`src/rtl/ictrl_ibuffer_fetch.sv`:
```
// ictrl_ibuffer_fetch
//
// Instruction fetch stage that reads ibuffer lines once a program has been
// loaded, splits each line into INST_WIDTH instructions (lane 0 in the LSBs)
// and hands them to the decoder over a valid/ready handshake. Fetching starts
// at a given PC, may be bounded by an instruction count (0 = unlimited), and
// can be redirected by a jump or aborted by a stop.
//
// Ports:
//   clk, rst            - clock, asynchronous active-high reset
//   load_done           - pulse: program fully written to ibuffer
//   fetch_start         - pulse: begin fetching (honoured only when loaded)
//   fetch_start_pc      - first instruction PC, sampled with fetch_start
//   fetch_inst_num      - instructions to deliver, 0 = unlimited
//   fetch_stop          - abort, sampled every cycle
//   jump_valid, jump_pc - redirect request and target
//   fetch_busy          - fetch in progress
//   fetch_done          - pulse with the final instruction handshake
//   ibuffer_rd_*        - line read request / 1-cycle-latency response
//   inst_valid/ready    - decoder handshake
//   inst_data, inst_pc  - instruction and its PC (instruction units)

module ictrl_ibuffer_fetch #(
    parameter  int DATA_WIDTH = 128,
    parameter  int MEM_AW     = 15,
    parameter  int INST_WIDTH = 32,
    localparam int OFS_W      = $clog2(DATA_WIDTH / INST_WIDTH),
    localparam int PC_W       = MEM_AW + OFS_W
) (
    input  logic                  clk,
    input  logic                  rst,
    input  logic                  load_done,
    input  logic                  fetch_start,
    input  logic [PC_W-1:0]       fetch_start_pc,
    input  logic [PC_W-1:0]       fetch_inst_num,
    input  logic                  fetch_stop,
    input  logic                  jump_valid,
    input  logic [PC_W-1:0]       jump_pc,
    output logic                  fetch_busy,
    output logic                  fetch_done,
    output logic                  ibuffer_rd_cen,
    input  logic                  ibuffer_rd_ready,
    output logic [MEM_AW-1:0]     ibuffer_rd_addr,
    input  logic                  ibuffer_rd_rvalid,
    input  logic [DATA_WIDTH-1:0] ibuffer_rd_rdata,
    output logic                  inst_valid,
    input  logic                  inst_ready,
    output logic [INST_WIDTH-1:0] inst_data,
    output logic [PC_W-1:0]       inst_pc
);

    typedef enum logic [1:0] {
        S_IDLE,
        S_REQ,
        S_WAIT_RD,
        S_DELIVER
    } state_t;

    state_t                state;
    logic                  loaded;
    logic [PC_W-1:0]       pc;
    logic [PC_W-1:0]       cnt;
    logic [PC_W-1:0]       num;
    logic [DATA_WIDTH-1:0] line;

    logic [OFS_W-1:0]      ofs;
    logic [PC_W-1:0]       cnt_nxt;
    logic [PC_W-1:0]       pc_nxt;
    logic                  start_ok;
    logic                  hs;
    logic                  last;

    assign ofs     = pc[OFS_W-1:0];
    assign cnt_nxt = cnt + PC_W'(1);
    assign pc_nxt  = pc + PC_W'(1);

    // A load_done in the same cycle as fetch_start counts as loaded.
    assign start_ok = (state == S_IDLE) && fetch_start && (loaded || load_done);

    assign hs   = inst_valid && inst_ready;
    assign last = hs && (num != '0) && (cnt_nxt == num);

    // Outputs are decodes of registered state/pc/line; only the request
    // gating and the done pulse see current-cycle inputs.
    assign fetch_busy      = (state != S_IDLE);
    assign inst_valid      = (state == S_DELIVER);
    assign ibuffer_rd_cen  = (state == S_REQ) && !jump_valid && !fetch_stop;
    assign fetch_done      = last && !fetch_stop;
    assign ibuffer_rd_addr = pc[PC_W-1:OFS_W];
    assign inst_data       = line[ofs*INST_WIDTH +: INST_WIDTH];
    assign inst_pc         = pc;

    always_ff @(posedge clk or posedge rst) begin
        if (rst) begin
            state  <= S_IDLE;
            loaded <= 1'b0;
            pc     <= '0;
            cnt    <= '0;
            num    <= '0;
            line   <= '0;
        end else begin
            if (load_done) begin
                loaded <= 1'b1;
            end

            if (state == S_IDLE) begin
                if (start_ok) begin
                    pc    <= fetch_start_pc;
                    num   <= fetch_inst_num;
                    cnt   <= '0;
                    state <= S_REQ;
                end
            end else if (fetch_stop) begin
                // Abort: an instruction accepted this cycle is still consumed.
                if (hs) begin
                    cnt <= cnt_nxt;
                    pc  <= pc_nxt;
                end
                state <= S_IDLE;
            end else if (jump_valid) begin
                // Redirect discards the in-flight/buffered line; a coinciding
                // final handshake still completes the run.
                if (hs) begin
                    cnt <= cnt_nxt;
                end
                if (last) begin
                    pc    <= pc_nxt;
                    state <= S_IDLE;
                end else begin
                    pc    <= jump_pc;
                    state <= S_REQ;
                end
            end else begin
                case (state)
                    S_REQ: begin
                        if (ibuffer_rd_cen && ibuffer_rd_ready) begin
                            state <= S_WAIT_RD;
                        end
                    end
                    S_WAIT_RD: begin
                        // Missing rvalid is a protocol error; hold here.
                        if (ibuffer_rd_rvalid) begin
                            line  <= ibuffer_rd_rdata;
                            state <= S_DELIVER;
                        end
                    end
                    S_DELIVER: begin
                        if (hs) begin
                            pc  <= pc_nxt;
                            cnt <= cnt_nxt;
                            if (last) begin
                                state <= S_IDLE;
                            end else if (&ofs) begin
                                state <= S_REQ;
                            end
                        end
                    end
                    default: begin
                    end
                endcase
            end
        end
    end

endmodule
```
`config.mk`:
```
export PLATFORM = sky130hd
export DESIGN_NAME = ictrl_ibuffer_fetch
export DESIGN_NICKNAME = d
export VERILOG_FILES = /design/src/rtl/ictrl_ibuffer_fetch.sv
export SDC_FILE = /design/constraint.sdc
export NUM_CORES = 1
export LEC_CHECK = 0
export BUFFER_PORTS_ARGS = -buffer_cell sky130_fd_sc_hd__buf_2
export CAP_MARGIN = 10
export CORE_MARGIN = 8
export CORE_UTILIZATION = 30
export CTS_CLUSTER_SIZE = 16
export DETAILED_ROUTE_END_ITERATION = 8
export GPL_ROUTABILITY_DRIVEN = 0
export PLACE_DENSITY_LB_ADDON = 0.2
export SLEW_MARGIN = 20
export SYNTH_ARGS = -nofsm -noshare
export SYNTH_HDL_FRONTEND = slang
export SYNTH_SLANG_ARGS = --single-unit
export TNS_END_PERCENT = 10
```
`constraint.sdc`:
```
create_clock -name clk -period 5.8 [get_ports clk]
set_input_delay 0.29 -clock clk [delete_from_list [all_inputs] [get_ports clk]]
set_output_delay 0.29 -clock clk [all_outputs]
set_load 0.01 [all_outputs]
```
==> results of run 1 <==
layout make-up:
type,instances,area (µm²)
Fill cell,3166,19800
Multi-Input combinational cell,546,4750
Sequential cell,182,4560
Timing Repair Buffer,266,1370
Tap cell,402,503
Clock buffer,17,425
Clock inverter,15,179
Inverter,12,52.6
Antenna cell,8,20.0
logic make-up after synthesis:
logic type	synth area share [%]
buf+inv	3.91
compound gates	8.94
fa+ha+maj	0.906
flops	47.1
mux	25.7
xor+xnor	2.45
simple gates	11.0
state kept, by name, summed over array words and instances (netlist names):
register	count
cnt	17
inst_pc	17
line	128
loaded	1
num	17
state	2
stage by stage:
stage / instances / hold WS, ns / power, W / util [%] / cell area, µm²
floorplan: 805 / 0.402 / 0.00331 / - / 9670
global placement: 1407 / 0.385 / 0.00395 / 35.5 / 11200
detailed placement: 1407 / 0.390 / 0.00397 / 35.5 / 11200
CTS: 1440 / 0.0205 / 0.00519 / 37.4 / 11800
global route: 1441 / 0.0268 / 0.00547 / 37.4 / 11800
finish: 1448 / 0.0528 / 0.00510 / 37.5 / 11900
path summary, 6_finish.rpt:
kind | startpoint | to | slack (ns) | cells past startpoint
min in group asynchronous | rst | line[29]$_DFFE_PP0P_ | 0.44 | 3
max | cnt[3]$_DFFE_PP0P_ | fetch_done | 2.34 | 8
max reg2reg | state[1]$_DFFE_PP0P_ | inst_pc[8]$_DFFE_PP0P_ | 2.53 | 11
min reg2reg | loaded$_DFFE_PP0P_ | loaded$_DFFE_PP0P_ | 0.46 | 1
max in group asynchronous | rst | line[3]$_DFFE_PP0P_ | 4.06 | 4
min | load_done | loaded$_DFFE_PP0P_ | 0.05 | 2
where the power goes:
group / switching (W) / internal, W / leakage [nW]
Combinational: 0.00102 / 0.000929 / 2.82
Clock: 0.000604 / 0.000586 / 0.294
Sequential: 0.000369 / 0.00159 / 2.38
synth_stat cells, drive strengths merged, types with 4 or more instances:
library cell	count
nand3	16
nand4	10
mux4	32
o21ai	44
nand2b	4
o22ai	7
nor2	25
nor4	12
xnor2	19
ha	7
dfrtp	182
inv	11
nand2	53
and3	12
or3	15
a21oi	34
mux2i	13
buf	34
nor3	22
xor2	8
a31oi	8
clkbuf	31
o211ai	4
mux2	145
what timing repair did:
item	in CTS	in global routing
hold buffers	1	0
setup buffers	0	0
hold endpoints to repair	64	0
metal layers:
metal  share of wire, %  wire, µm
met5               0.23        67
met4                1.1       312
met3                8.4      2430
met2                 46     13200
met1                 44     12800
==> impl_metrics.json, run 1 <==
{
  "path_delay_family": "simple AND/OR/NAND/NOR gates",
  "period_needed_ns": 3.46,
  "fp-row-count": 65,
  "grt_pass1_wl_um": 45800,
  "ys_top_cells_by_area": "dfrtp_1 (47%), mux2_2 (17%), mux4_2 (7.5%)",
  "period_share_pct": 59.6,
  "vdd_drop_max_uv": 252,
  "power.leakage_nw": 5.49,
  "antenna_left": 0,
  "busiest_layer": "met2",
  "async_flop_share_pct": 100,
  "path_clk_slew_ns": 0.08,
  "final_nets": 1220,
  "synth.top_cell.area_share_pct": 47.1,
  "drtPass1Iterations": 5,
  "met1_usage_pct": 19.2,
  "area_growth_pct": 22.6,
  "via_per_inst": 5.00,
  "fmax_mhz": 289,
  "cap_violations": 0,
  "coreArea_um2": 31600,
  "numCtsBuffers": 17,
  "ios": 256,
  "netlist_instances": 805,
  "crit_slowest_cell": "dfrtp_1",
  "cts_resized": 0,
  "worstMarginPinSlew_ns": 0.908,
  "skew_ns": 0.00837,
  "mostFrequentLayoutCells": "buf_2 (255), dfrtp_1 (180), mux2_2 (145), nand2_1 (52), o21ai_0 (38)",
  "slew_headroom_pct": 39.5,
  "grt_use_met2_pct": 23.7,
  "via_count": 7238,
  "setup_viol": 0,
  "critPathMaxStageDelay_ns": 0.64,
  "setup_ws_ns": 2.34,
  "numClockSinks": 182,
  "start_util_pct": 30.6,
  "layout_commonest_cell": "buf_2",
  "crit_type": "reg2out",
  "ys_ff_latch": 182,
  "drc_errors": 0,
  "cp_cell_sequence": "nand4_2 > or3_1 > nor4_2 > o21ai_2 > nor4_4 > nand2_4 > nor2_1 > buf_2",
  "grt_remaining_overflow": 0,
  "finalHoldViolCount": 0,
  "initialDrtViolationCount": 348,
  "slew_viol_final": 0,
  "ys.flop_type": "dfrtp_1",
  "yosysSeqAreaShare_pct": 47.1,
  "cp_max_fo": 16,
  "synth.cell_area_um2": 9670,
  "yosys.area.top_type": "dfrtp_1",
  "grt_util_met3_pct": 6.59,
  "synth-edff-count": 0,
  "rsz0062_at_grt": "no",
  "cts_tree": "yes",
  "dieArea_um2": 38200,
  "drive_gt1_share_pct": 48.3,
  "wirelength_um": 28800,
  "dp_hpwl_um": 21400,
  "crit_required_ns": 5.51,
  "fin_tns_setup_ns": 0,
  "die_height_um": 196,
  "ys_warn_count": 0,
  "grt_pass1_vias": 7817,
  "htreeDepth": 4,
  "end_kind": "primary output",
  "syn_avg_cell_area_um2": 12.0,
  "cts_root_buf": "clkbuf_16",
  "insertion_delay_ns": 0.45,
  "yosysUniqueCellTypes": 73,
  "hold_class": "in2reg",
  "crit_buf_inv": 1,
  "cp-start-kind": "flop",
  "status": "finished, final reports clean",
  "cts_buffer_depth": 2,
  "synth_nets": 1000,
  "wl_per_cell_um": 19.9,
  "grt_max_degree": 102,
  "chipWidth_um": 196,
  "post-place-ws_ns": 2.49,
  "cp.arrival_ns": 3.17,
  "powerDensity_nw_per_um2": 430,
  "antenna_found_initial": 9,
  "io_buffers": 255,
  "grt_usage_pct": 15.2
}
(Power assumes the default switching activity.)
==> inputs of run 2 (changes only) <==
==> constraint.sdc (replaced) <==
create_clock -name clk -period 2.88 [get_ports clk]
set_input_delay 0.144 -clock clk [delete_from_list [all_inputs] [get_ports clk]]
set_output_delay 0.144 -clock clk [all_outputs]
set_load 0.01 [all_outputs]
==> impl_metrics.json, run 2 (synthesis results as in run 1) <==
{
  "fin_area_um2": 13900,
  "fmax_mhz": 360,
  "insertion_delay_ns": 0.45,
  "antenna_left": 0,
  "crit_required_ns": 2.74,
  "worstMarginPinSlew_ns": 0.792,
  "htreeDepth": 4,
  "mostFrequentLayoutCells": "buf_2 (254), dfrtp_1 (170), dlygate4sd3_1 (162), mux2_2 (145), nand2_1 (51)",
  "end_kind": "primary output",
  "via_count": 8182,
  "antenna_found_initial": 0,
  "final.fill_count": 2926,
  "path_clk_slew_ns": 0.07,
  "cts_root_buf": "clkbuf_16",
  "power.leakage_nw": 6.35,
  "numClockSinks": 182,
  "cp_max_fo": 10,
  "io_buffers": 255,
  "largest_register_ffs": 128,
  "hold_class": "in2reg",
  "wirelength_um": 30900,
  "drtPass1Iterations": 4,
  "final_nets": 1419,
  "initialDrtViolationCount": 402,
  "cp.arrival_ns": 2.63,
  "layout_commonest_cell": "buf_2",
  "area_growth_pct": 44.0,
  "drive_gt1_share_pct": 45.4,
  "grt_remaining_overflow": 0,
  "cp-startpoint": "cnt[8]$_DFFE_PP0P_",
  "timing.rr.start": "cnt[8]$_DFFE_PP0P_",
  "setup_viol": 0,
  "placedCellCount": 1432,
  "die_height_um": 196,
  "dp_hpwl_um": 21600,
  "period_share_pct": 96.4,
  "chipWidth_um": 196,
  "rsz0062_at_grt": "yes",
  "powerDensity_nw_per_um2": 773,
  "drc_errors": 0,
  "layoutNonFillerInstCount": 1637,
  "regMostFlops": "line",
  "cap_violations": 0,
  "grt_pass1_vias": 8759,
  "slew_viol_final": 0,
  "n_antenna_cell": 0,
  "crit_type": "reg2out",
  "grt_pass1_wl_um": 49000,
  "cts_tree": "yes",
  "wl_per_cell_um": 18.9,
  "coreArea_um2": 31600,
  "min_from": "jump_pc[14]",
  "slew_headroom_pct": 47.2,
  "cts_buffer_depth": 2,
  "grt_usage_pct": 16.1,
  "place_area_um2": 11500,
  "start_util_pct": 30.6,
  "fp-row-count": 65,
  "skew_ns": 0.0134,
  "via_per_inst": 5.00,
  "status": "finished, final reports clean",
  "grt_max_degree": 91,
  "numCtsBuffers": 17,
  "vdd_drop_max_uv": 446,
  "cp-start-kind": "flop",
  "dieArea_um2": 38200,
  "final_core_util_pct": 44.0,
  "period_needed_ns": 2.78,
  "finalHoldViolCount": 0,
  "ios": 256
}
## run 2: cell count changes in the layout (fill, tap and decap cells not counted), moves of 5 or more
| cell | change |
|---|---|
| diode_2 | -8 |
| dfrtp_1 | -10 |
| buf_12 | +5 |
| dlygate4sd3_1 | +161 |
| dfrtp_2 | +10 |
| buf_4 | +32 |
| inv_8 | -5 |
| clkinvlp_4 | +5 |
## run 2: repair_timing
action	CTS	global route
hold buffers	162	0
setup buffers	4	9
pin swaps	5	8
gates resized for setup	21	14
hold endpoints to repair	175	0
endpoints found under the setup margin	1	2
## run 2: layer usage
layer	global-route usage, %	up-vias	part of all wire, %
li1	-	3821	-
met4	4.72	0	1.6
met1	20.0	4082	43
met3	5.04	32	6.8
met2	26.6	247	49
met5	0	-	0
## run 2: per-stage QoR
| step | total power (W) | setup slack (ns) | setup TNS (ns) | hold WS, ns |
|---|---|---|---|---|
| after detailed placement | 0.00816 | 0.0957 | 0 | 0.222 |
| after global placement | 0.00813 | 0.149 | 0 | 0.216 |
| after CTS | 0.0108 | 0.0201 | 0 | 0.00254 |
| after global routing | 0.0115 | -0.0718 | -0.0718 | 0.0367 |
| final | 0.0108 | 0.102 | 0 | 0.0206 |
| after floorplan | 0.00667 | 0.193 | 0 | 0.256 |
## run 2: final cells by class
cell class	instances	area (µm²)	area share, %
Timing Repair Buffer	465	3340	24.0
Inverter	12	48.8	0.350
Clock buffer	18	439	3.15
Clock inverter	12	121	0.872
Sequential cell	182	4570	32.8
Multi-Input combinational cell	546	4900	35.2
Tap cell	402	503	3.61
## run 2: worst paths after layout
check                                          end  slack, ns  depth (start not counted)
max in group asynchronous     line[48]$_DFFE_PP0P_       1.72                          4
hold / removal             inst_pc[14]$_DFFE_PP0P_       0.02                          3
setup / recovery                        fetch_done       0.10                         10
min in group asynchronous     line[92]$_DFFE_PP0P_       0.30                          3
hold reg to reg                 loaded$_DFFE_PP0P_       0.46                          1
setup reg to reg            inst_pc[3]$_DFFE_PP0P_       0.14                         10
## run 2: critical path, stage by stage (launching register included)
cell and delay [ns]:
dfrtp_2 0.47, nand2_2 0.17, or3_4 0.41, buf_4 0.16, nor4_4 0.16, o21ai_2 0.11, nor4_4 0.22, buf_4 0.18
nand2_8 0.07, nor2_4 0.13, buf_6 0.10
## run 2: power breakdown
group,internal [W],switching [W]
logic,0.00224,0.00236
registers,0.00322,0.000644
clock network,0.00122,0.00108
total,0.00668,0.00408
